`config.mk`:
```
export PLATFORM = sky130hd
export DESIGN_NAME = hazard_stall_unit
export DESIGN_NICKNAME = d
export VERILOG_FILES = /design/src/rtl/hazard_stall_unit.sv
export SDC_FILE = /design/constraint.sdc
export NUM_CORES = 1
export LEC_CHECK = 0
export BUFFER_PORTS_ARGS = -buffer_cell sky130_fd_sc_hd__buf_2
export CAP_MARGIN = 40
export CORE_MARGIN = 1
export CORE_UTILIZATION = 50
export DETAILED_ROUTE_END_ITERATION = 16
export MAX_ROUTING_LAYER = met4
export PLACE_DENSITY = 0.93
export SLEW_MARGIN = 20
export SYNTH_ARGS = -nofsm -noshare
export SYNTH_HDL_FRONTEND = slang
export SYNTH_SLANG_ARGS = --single-unit
```
`constraint.sdc`:
```
create_clock -name clk -period 4.09 [get_ports clk]
set_input_delay 0.2045 -clock clk [delete_from_list [all_inputs] [get_ports clk]]
set_output_delay 0.2045 -clock clk [all_outputs]
set_load 0.1 [all_outputs]
```
`src/rtl/hazard_stall_unit.sv`:
```
// Pipeline hazard controller: load-use stalls, taken-branch flushes and a
// multi-cycle MULT/DIV hold, with a saturating stall-cycle counter.
module hazard_stall_unit #(
    parameter int MD_LATENCY = 4,
    parameter int CNT_W      = 4
) (
    input  logic        clk,
    input  logic        rst_n,
    input  logic [31:0] Instruction_id_i,
    input  logic        ID_EX_MemRead_i,
    input  logic [4:0]  ID_EX_Rt_i,
    input  logic        branch_taken_i,
    output logic        PC_Write_o,
    output logic        IF_ID_Write_o,
    output logic        bubble_o,
    output logic        IF_flush_o,
    output logic        stall_busy_o,
    output logic [15:0] stall_cycles_o
);

    typedef enum logic {
        RUN,
        MD_BUSY
    } state_t;

    state_t           state_q, state_d;
    logic [CNT_W-1:0] cnt_q, cnt_d;
    logic [15:0]      stall_q, stall_d;

    logic [5:0] op;
    logic [4:0] rs;
    logic [4:0] rt;
    logic [5:0] funct;
    logic       usesRt;
    logic       isMd;
    logic       loadUse;
    logic       unusedBits;

    assign op         = Instruction_id_i[31:26];
    assign rs         = Instruction_id_i[25:21];
    assign rt         = Instruction_id_i[20:16];
    assign funct      = Instruction_id_i[5:0];
    assign unusedBits = ^Instruction_id_i[15:6];

    assign usesRt  = (op == 6'h00) || (op == 6'h04) || (op == 6'h05) || (op == 6'h2B);
    assign isMd    = (op == 6'h00) && ((funct == 6'h18) || (funct == 6'h1A));
    assign loadUse = ID_EX_MemRead_i && (ID_EX_Rt_i != 5'd0) &&
                     ((ID_EX_Rt_i == rs) || (usesRt && (ID_EX_Rt_i == rt)));

    // Controls are combinational; reset overrides them directly so they change
    // the moment rst_n falls, without waiting for a clock edge.
    always_comb begin
        state_d       = state_q;
        cnt_d         = cnt_q;
        PC_Write_o    = 1'b1;
        IF_ID_Write_o = 1'b1;
        bubble_o      = 1'b0;
        IF_flush_o    = 1'b0;
        stall_busy_o  = 1'b0;
        if (!rst_n) begin
            PC_Write_o = 1'b0;
            bubble_o   = 1'b1;
            state_d    = RUN;
            cnt_d      = '0;
        end else begin
            case (state_q)
                RUN: begin
                    if (branch_taken_i) begin
                        IF_flush_o = 1'b1;
                        bubble_o   = 1'b1;
                    end else if (loadUse) begin
                        PC_Write_o    = 1'b0;
                        IF_ID_Write_o = 1'b0;
                        bubble_o      = 1'b1;
                    end else if (isMd && (MD_LATENCY > 1)) begin
                        state_d = MD_BUSY;
                        cnt_d   = CNT_W'(MD_LATENCY - 1);
                    end
                end
                MD_BUSY: begin
                    PC_Write_o    = 1'b0;
                    IF_ID_Write_o = 1'b0;
                    bubble_o      = 1'b1;
                    stall_busy_o  = 1'b1;
                    if (cnt_q == CNT_W'(1)) begin
                        state_d = RUN;
                        cnt_d   = '0;
                    end else begin
                        cnt_d = cnt_q - CNT_W'(1);
                    end
                end
                default: state_d = RUN;
            endcase
        end
    end

    always_comb begin
        stall_d = stall_q;
        if (!PC_Write_o && (stall_q != 16'hFFFF)) begin
            stall_d = stall_q + 16'd1;
        end
    end

    always_ff @(posedge clk or negedge rst_n) begin
        if (!rst_n) begin
            state_q <= RUN;
            cnt_q   <= '0;
            stall_q <= '0;
        end else begin
            state_q <= state_d;
            cnt_q   <= cnt_d;
            stall_q <= stall_d;
        end
    end

    assign stall_cycles_o = stall_q;

endmodule

```
* After elaboration in Yosys (flattened, before gate mapping)
Index checks and enable logic that the tools add are counted. Widths: inputs -> output; s select.
Cells by class: $add $sub $neg 2, multipliers 0, divide/modulo/power cells 0, order comparisons 0, eq/ne operators 12, shift operators 0, mux-type cells 26, bitwise logic cells 1, reductions and logical operators 14
Operators with widths (number):
- $mux 4 | 5
- $mux 1 | 17
- $add 16x1->16 const B | 1
- $ne 16x16->1 const B | 1
- $eq 6x3->1 const B | 2
- $eq 6x5->1 const B | 2
- $eq 5x5->1 | 2
- $ne 3x3->1 const B | 3
- $pmux 4 s2 | 1
- $eq 6x6->1 const B | 1
- $logic_not 6->1 | 1
- $pmux 1 s2 | 3
- $logic_and 1x1->1 | 5
- $logic_or 1x1->1 | 5
- $reduce_bool 5->1 | 1
- $eq 4x1->1 const B | 1
- $sub 4x1->4 const B | 1
- $reduce_and 3->1 | 1
- $logic_not 1->1 | 1
- $not 1->1 | 1
Word-level totals: register bits 21, latch bits 0, RAM bits 0, bits in read-only memories 0, input port bits 41, output and inout bits 21, logic and storage cells 58, memories kept 0

* Logic depth before layout (Yosys ltp)
Gate-level depths: netlist of the first run.
word-level depth 13, mapped depth 7, depth with buffers taken out 7

* Worst setup path before layout of the first run
No wires, ideal clock.
path kind input port to output port, start input ID_EX_Rt_i[1], end output IF_ID_Write_o, data arrival time 3386 ps, data required time 3885 ps, path slack 499 ps, stages 4, path buffers 0, cells stage by stage or4_1 o21ai_1 and3b_1 o31ai_1
Between the ends: longest elaborated chain between the ends 8, elaborated cells between the ends (all ways) 11, those cells by class eq/ne (2); mux (4); reduce/logical (5)
RTL lines:
- start, declared | line 11 | input logic [4:0] ID_EX_Rt_i,
- $eq 5x5->1 | line 48 | ((ID_EX_Rt_i == rs) || (usesRt && (ID_EX_Rt_i == rt)));
- $logic_and 1x1->1 | line 48
- $logic_or 1x1->1 | line 48
- $logic_and 1x1->1 * | line 47 | assign loadUse = ID_EX_MemRead_i && (ID_EX_Rt_i != 5'd0) &&
- $mux 1 * | line 71 | end else if (loadUse) begin
- $mux 1 * | line 68 | if (branch_taken_i) begin
- $pmux 1 s2 * | line 66 | case (state_q)
- $mux 1 * | line 60 | if (!rst_n) begin
- end, declared | line 14 | output logic IF_ID_Write_o,
Every way passes the cells marked *; elsewhere a longest branch is shown, timed or not.

* Worst setup path after layout of the first run
start input rst_n, end output PC_Write_o
Between the ends: longest elaborated chain between the ends 1
RTL lines:
- start, declared | line 8 | input logic rst_n,
- $mux 1 | line 60
- end, declared | line 13 | output logic PC_Write_o,
No other way between the ends.

==> results.yml, run 1 <==
drt:
  vias_per_cell: 5.60
  firstDrtPassIters: 7
  drc: 0
  drt-total-wl_mm: 2.99
  drt_iter0_drc: 32
  avgRoutedWirePerCell_um: 13.0
  vias: 1289
  final_antenna_net_count: 0
placement:
  dp_hpwl_mm: 2.34
  post-place-ws_ns: 1.56
  gp_congestion: 0.723
  placement.io_buffers: 50
synthesis:
  synthDistinctLibCells: 42
  avgSynthCellArea_um2: 9.38
  synth_area_leaders: "dfrtp_1, xor2_1, mux2_1"
  synth_top_area_cell: "dfrtp_1"
  synthCells: 148
  synth_edf_count: 0
  synthTopCellsByCount: "dfrtp_1, xor2_1, nand2_1"
  synth_flop_cell: "dfrtp_1"
  synth-async-reset-ratio_pct: 100
  syn_area_um2: 1390
  yosysWarnings: 0
  yosysMostFrequentCell: "dfrtp_1"
  syn_nets: 192
  ys_ff_latch: 21
  ys_seq_area_share_pct: 37.8
  synth_top_area_share_pct: 37.8
setup_path:
  required_ns: 3.89
  cp-start-kind: "input pin"
  cp_max_fo: 27
  path_class: "in2out"
  ff2ff_setup_slack_ns: 1.89
  cp_data_arrival_time_ns: 2.46
  endpoint_kind: "output pin"
die:
  dieArea_um2: 2990
  io_pins: 62
  die_h_um: 54.7
  die_w_um: 54.7
  core-area_um2: 2540
  start_util_pct: 54.6
  rows: 18
clock_tree:
  clockBufferDepth: 2
  cts_buffers: 3
  htreeDepth: 1
  clockRootBuffer: "clkbuf_4"
  path_clk_slew_ns: 0.11
  ctsResizeCount: 0
  clk_latency_ns: 0.31
  cts_sinks: 21
  cts_tree: "yes"
global_route:
  grt_overflow: 0
  antenna_found_initial: 0
  grt_pass1_vias: 1180
  grt_first_pass_wirelength_mm: 4.82
  grt_max_degree: 28
  grt_use_total_pct: 23.3
timing:
  finalSetupViolCount: 0
  maxSlewViolCount: 0
  fin_crit_ns: 2.66
  fin_ws_ns: 1.43
  setup_tns_ns: 0
  fin_crit_sh_pct: 65.1
  rsz0062_at_grt: "no"
  fin_worst_skew_ns: 0.00287
  fmax_ghz: 0.376
  max_slew_margin_pct: 63.1
  finalHoldViolCount: 0
  worstMarginPinSlew_ns: 0.552
pwr:
  vdd_ir_drop_max_v: 0.000873
  p_per_area_nw_per_um2: 565
  p_leak_uw: 0.000787
cells_and_area:
  layout.nets: 245
  diodes: 0
  drive_gt1_share_pct: 29.5
  fin_util_pct: 66.8
  syn_to_final_growth_pct: 22.3
run:
  cap_viol_max_count: 0
run_status:
  outcome: "finished clean"
hold_path:
  hp-class: "in2reg"
-- worst paths after layout --
check	startpoint	cells past startpoint	endpoint
min in group asynchronous	rst_n	2	stall_cycles_o[14]
min reg2reg	stall_cycles_o[7]	1	stall_cycles_o[7]
min	branch_taken_i	3	state_q
max reg2reg	stall_cycles_o[3]	6	stall_cycles_o[1]
max	rst_n	5	PC_Write_o
max in group asynchronous	rst_n	2	stall_cycles_o[1]
-- through the flow --
step / hold slack [ns] / cell area, um2 / power (uW) / instances
floorplan: -0.0911 / 1390 / 757 / 148
global placement: 0.211 / 1660 / 853 / 225
detailed placement: 0.212 / 1660 / 865 / 225
CTS: 0.224 / 1700 / 965 / 230
global route: 0.256 / 1700 / 1010 / 230
finish: 0.225 / 1700 / 960 / 230
-- critical path, cell delays in order --
cell and delay, ns:
dlygate4sd3_1 0.52, buf_2 0.45, nand2b_1 0.20, nor3_4 0.53
buf_2 0.53
-- what timing repair did --
action,CTS,global route
hold endpoints to repair,21,0
setup buffers,0,0
hold buffers,1,0
-- flip-flops by register name, indices dropped and copies added (netlist names) --
signal and cells:
state_q 1, stall_cycles_o 16, cnt_q 4
-- logic make-up after synthesis --
group | count (synthesis) | share of synthesized area, %
compound gates | 21 | 9.37
simple gates | 71 | 30.5
mux | 7 | 6.40
fa+ha+maj | 3 | 2.70
flops | 21 | 37.8
xor+xnor | 17 | 10.7
buf+inv | 8 | 2.43
-- final cells by class --
cell class	instances	area, um2
clock buffer	3	22.5
fill	212	846
inverter	5	18.8
tap	30	37.5
multi-input combinational	119	830
timing repair buffer	51	260
sequential	21	526
clock inverter	1	5.00
-- report_power, final --
part / internal [uW] / switching, uW
clock: 36.6 / 63.5
sequential: 254 / 57.9
combinational: 98.3 / 450
-- metal layers --
metal / part of all wire [%] / routed length (um) / GRT usage [%] / up-vias
met4: 0.77 / 23 / 5.56 / 0
met5: 0 / 0 / - / -
met3: 5.1 / 151 / 6.11 / 4
met1: 43 / 1290 / 25.5 / 601
met2: 51 / 1520 / 41.4 / 36
li1: - / - / - / 648
-- cells in the final DEF, fill, tap and decap left out, types with 2 or more instances in the layout --
cell type   n
a21oi_1     3
a31oi_1     2
and2_1      4
and4_1      2
buf_2      50
clkbuf_4    3
dfrtp_1    21
ha_1        3
inv_1       5
mux2_1      5
nand2_1    11
nand2b_1    3
nand3_1     8
nand4_1     3
nor2_1      8
nor2b_1     3
nor3_1      7
nor4_1      6
o21ai_0     5
o21ai_1     5
or3_1       4
or4_1       2
xor2_1     16
(Power assumes the default switching activity.)
==> run 2, diff against run 1 <==
--- a/config.mk
+++ b/config.mk
@@ -8,10 +8,10 @@
 export BUFFER_PORTS_ARGS = -buffer_cell sky130_fd_sc_hd__buf_2
 export CAP_MARGIN = 40
 export CORE_MARGIN = 1
-export CORE_UTILIZATION = 50
+export CORE_UTILIZATION = 47
 export DETAILED_ROUTE_END_ITERATION = 16
 export MAX_ROUTING_LAYER = met4
-export PLACE_DENSITY = 0.93
+export PLACE_DENSITY = 0.89
 export SLEW_MARGIN = 20
 export SYNTH_ARGS = -nofsm -noshare
 export SYNTH_HDL_FRONTEND = slang
==> constraint.sdc (replaced) <==
create_clock -name clk -period 2.6 [get_ports clk]
set_input_delay 0.13 -clock clk [delete_from_list [all_inputs] [get_ports clk]]
set_output_delay 0.13 -clock clk [all_outputs]
set_load 0.1 [all_outputs]
==> results.yml, run 2 (synthesized netlist as in run 1, its figures left out) <==
cells_and_area:
  diodes: 0
  fin_cells: 234
  largest_reg_flops: 16
  layout_commonest_cell: "buf_2"
  mostFrequentLayoutCells: "buf_2, xor2_1, dfrtp_1, nand2_1"
  syn_to_final_growth_pct: 25.9
  layout.nets: 248
  fin_area_um2: 1750
  fin_util_pct: 62.9
  n_fill_cell: 245
  drive_gt1_share_pct: 33.5
drt:
  drt_iter0_drc: 38
  avgRoutedWirePerCell_um: 12.5
  final_antenna_net_count: 0
  vias: 1308
  drc: 0
  firstDrtPassIters: 4
  vias_per_cell: 5.59
  drt-total-wl_mm: 2.93
clock_tree:
  cts_tree: "yes"
  htreeDepth: 1
  ctsHoldBuffers: 1
  clockRootBuffer: "clkbuf_4"
  ctsResizeCount: 0
  clk_latency_ns: 0.31
  postCtsSetupRepairBufs: 0
  cts_buffers: 3
  cts_sinks: 21
  path_clk_slew_ns: 0.11
  clockBufferDepth: 2
timing:
  worstMarginPinSlew_ns: 0.490
  fin_crit_ns: 2.28
  fin_crit_sh_pct: 87.8
  fmax_ghz: 0.438
  maxSlewViolCount: 0
  setup_tns_ns: 0
  finalSetupViolCount: 0
  max_slew_margin_pct: 67.6
  finalHoldViolCount: 0
  fin_worst_skew_ns: 0.00505
  hold_slack_ns: 0.168
  rsz0062_at_grt: "no"
pwr:
  seq_power_share_pct: 32.6
  power_switching_uw: 901
  p_sw_share_pct: 58.8
  vdd_ir_drop_max_v: 0.000787
  p_leak_uw: 0.000795
  p_per_area_nw_per_um2: 876
  clockPowerShare_pct: 10.7
  comb_power_share_pct: 56.7
  power.internal_uw: 631
setup_path:
  cpPeakStageDelay_ns: 0.52
  critPathMostFrequentCell: "buf_2"
  endpoint_kind: "output pin"
  required_ns: 2.47
  cp_data_arrival_time_ns: 2.15
  critPathSlowestCell: "dlygate4sd3_1"
  crit_chain: "dlygate4sd3_1 > buf_2 > buf_4 > nor2b_1 > and2_1 > buf_2"
  cp-start-kind: "input pin"
  path_class: "in2out"
  ff2ff_path_depth: 6
  cp_max_fo: 15
die:
  core-area_um2: 2780
  start_util_pct: 49.9
  io_pins: 62
  dieArea_um2: 3180
  rows: 19
  die_w_um: 56.4
  die_h_um: 56.4
global_route:
  grt_first_pass_wirelength_mm: 5.06
  grt_pass1_vias: 1211
  antenna_found_initial: 0
  grt_max_degree: 16
  grt_use_total_pct: 20.3
  grt_overflow: 0
hold_path:
  whs_path_depth: 3
  hp-class: "in2reg"
placement:
  dp_hpwl_mm: 2.32
  dp.cells: 229
  gp_congestion: 0.809
  placed_area_um2: 1710
  placement.io_buffers: 50
run:
  cap_viol_max_count: 0
run_status:
  outcome: "finished clean"
==> run 2: cell types whose count changed in the layout (fill, tap and decap cells not counted) <==
cell / change
buf_12: +1
dfrtp_2: +6
dfrtp_1: -6
clkbuf_1: +1
clkinv_2: -1
buf_2: -1
buf_4: +3
o31ai_2: +1
o31ai_1: -1
==> run 2: per-stage QoR <==
| step | setup slack (ns) | power, uW |
|---|---|---|
| after floorplan | 0.0259 | 1200 |
| after global placement | 0.350 | 1360 |
| after detailed placement | 0.314 | 1380 |
| after CTS | 0.285 | 1540 |
| after global routing | 0.185 | 1600 |
| final | 0.316 | 1530 |
==> run 2: path summary, 6_finish.rpt <==
check / startpoint / endpoint / slack (ns)
hold / removal: branch_taken_i / state_q / 0.17
setup reg to reg: stall_cycles_o[3] / stall_cycles_o[1] / 0.50
min in group asynchronous: rst_n / stall_cycles_o[5] / 0.22
hold reg to reg: stall_cycles_o[7] / stall_cycles_o[7] / 0.50
setup / recovery: rst_n / IF_flush_o / 0.32
max in group asynchronous: rst_n / stall_cycles_o[3] / 1.88
==> run 2: layout make-up <==
class | instances | area (um2) | area share (%)
sequential | 21 | 533 | 30.5
timing repair buffer | 54 | 298 | 17.0
inverter | 5 | 18.8 | 1.07
tap | 31 | 38.8 | 2.22
clock buffer | 4 | 26.3 | 1.50
multi-input combinational | 119 | 835 | 47.7
==> run 2: layer usage <==
metal | GRT usage, % | part of all wire (%) | vias up
li1 | - | - | 653
met1 | 25.2 | 45 | 603
met2 | 33.8 | 49 | 50
met3 | 4.38 | 5.6 | 2
met4 | 5.23 | 0.51 | 0
met5 | - | 0 | -
==> run 2: critical path: cells and delay by family <==
kind / cells / cell delay [ns]
AND/OR/NAND/NOR: 2 / 0.50
buffers and inverters: 4 / 1.51
==> run 2: power groups by stage <==
stage / logic (uW) / registers [uW] / clock network, uW
after global routing: 907 / 512 / 179
final: 868 / 499 / 164
after global placement: 859 / 504 / 0
after CTS: 872 / 500 / 169
after detailed placement: 869 / 506 / 0
after floorplan: 175 / 1030 / 0
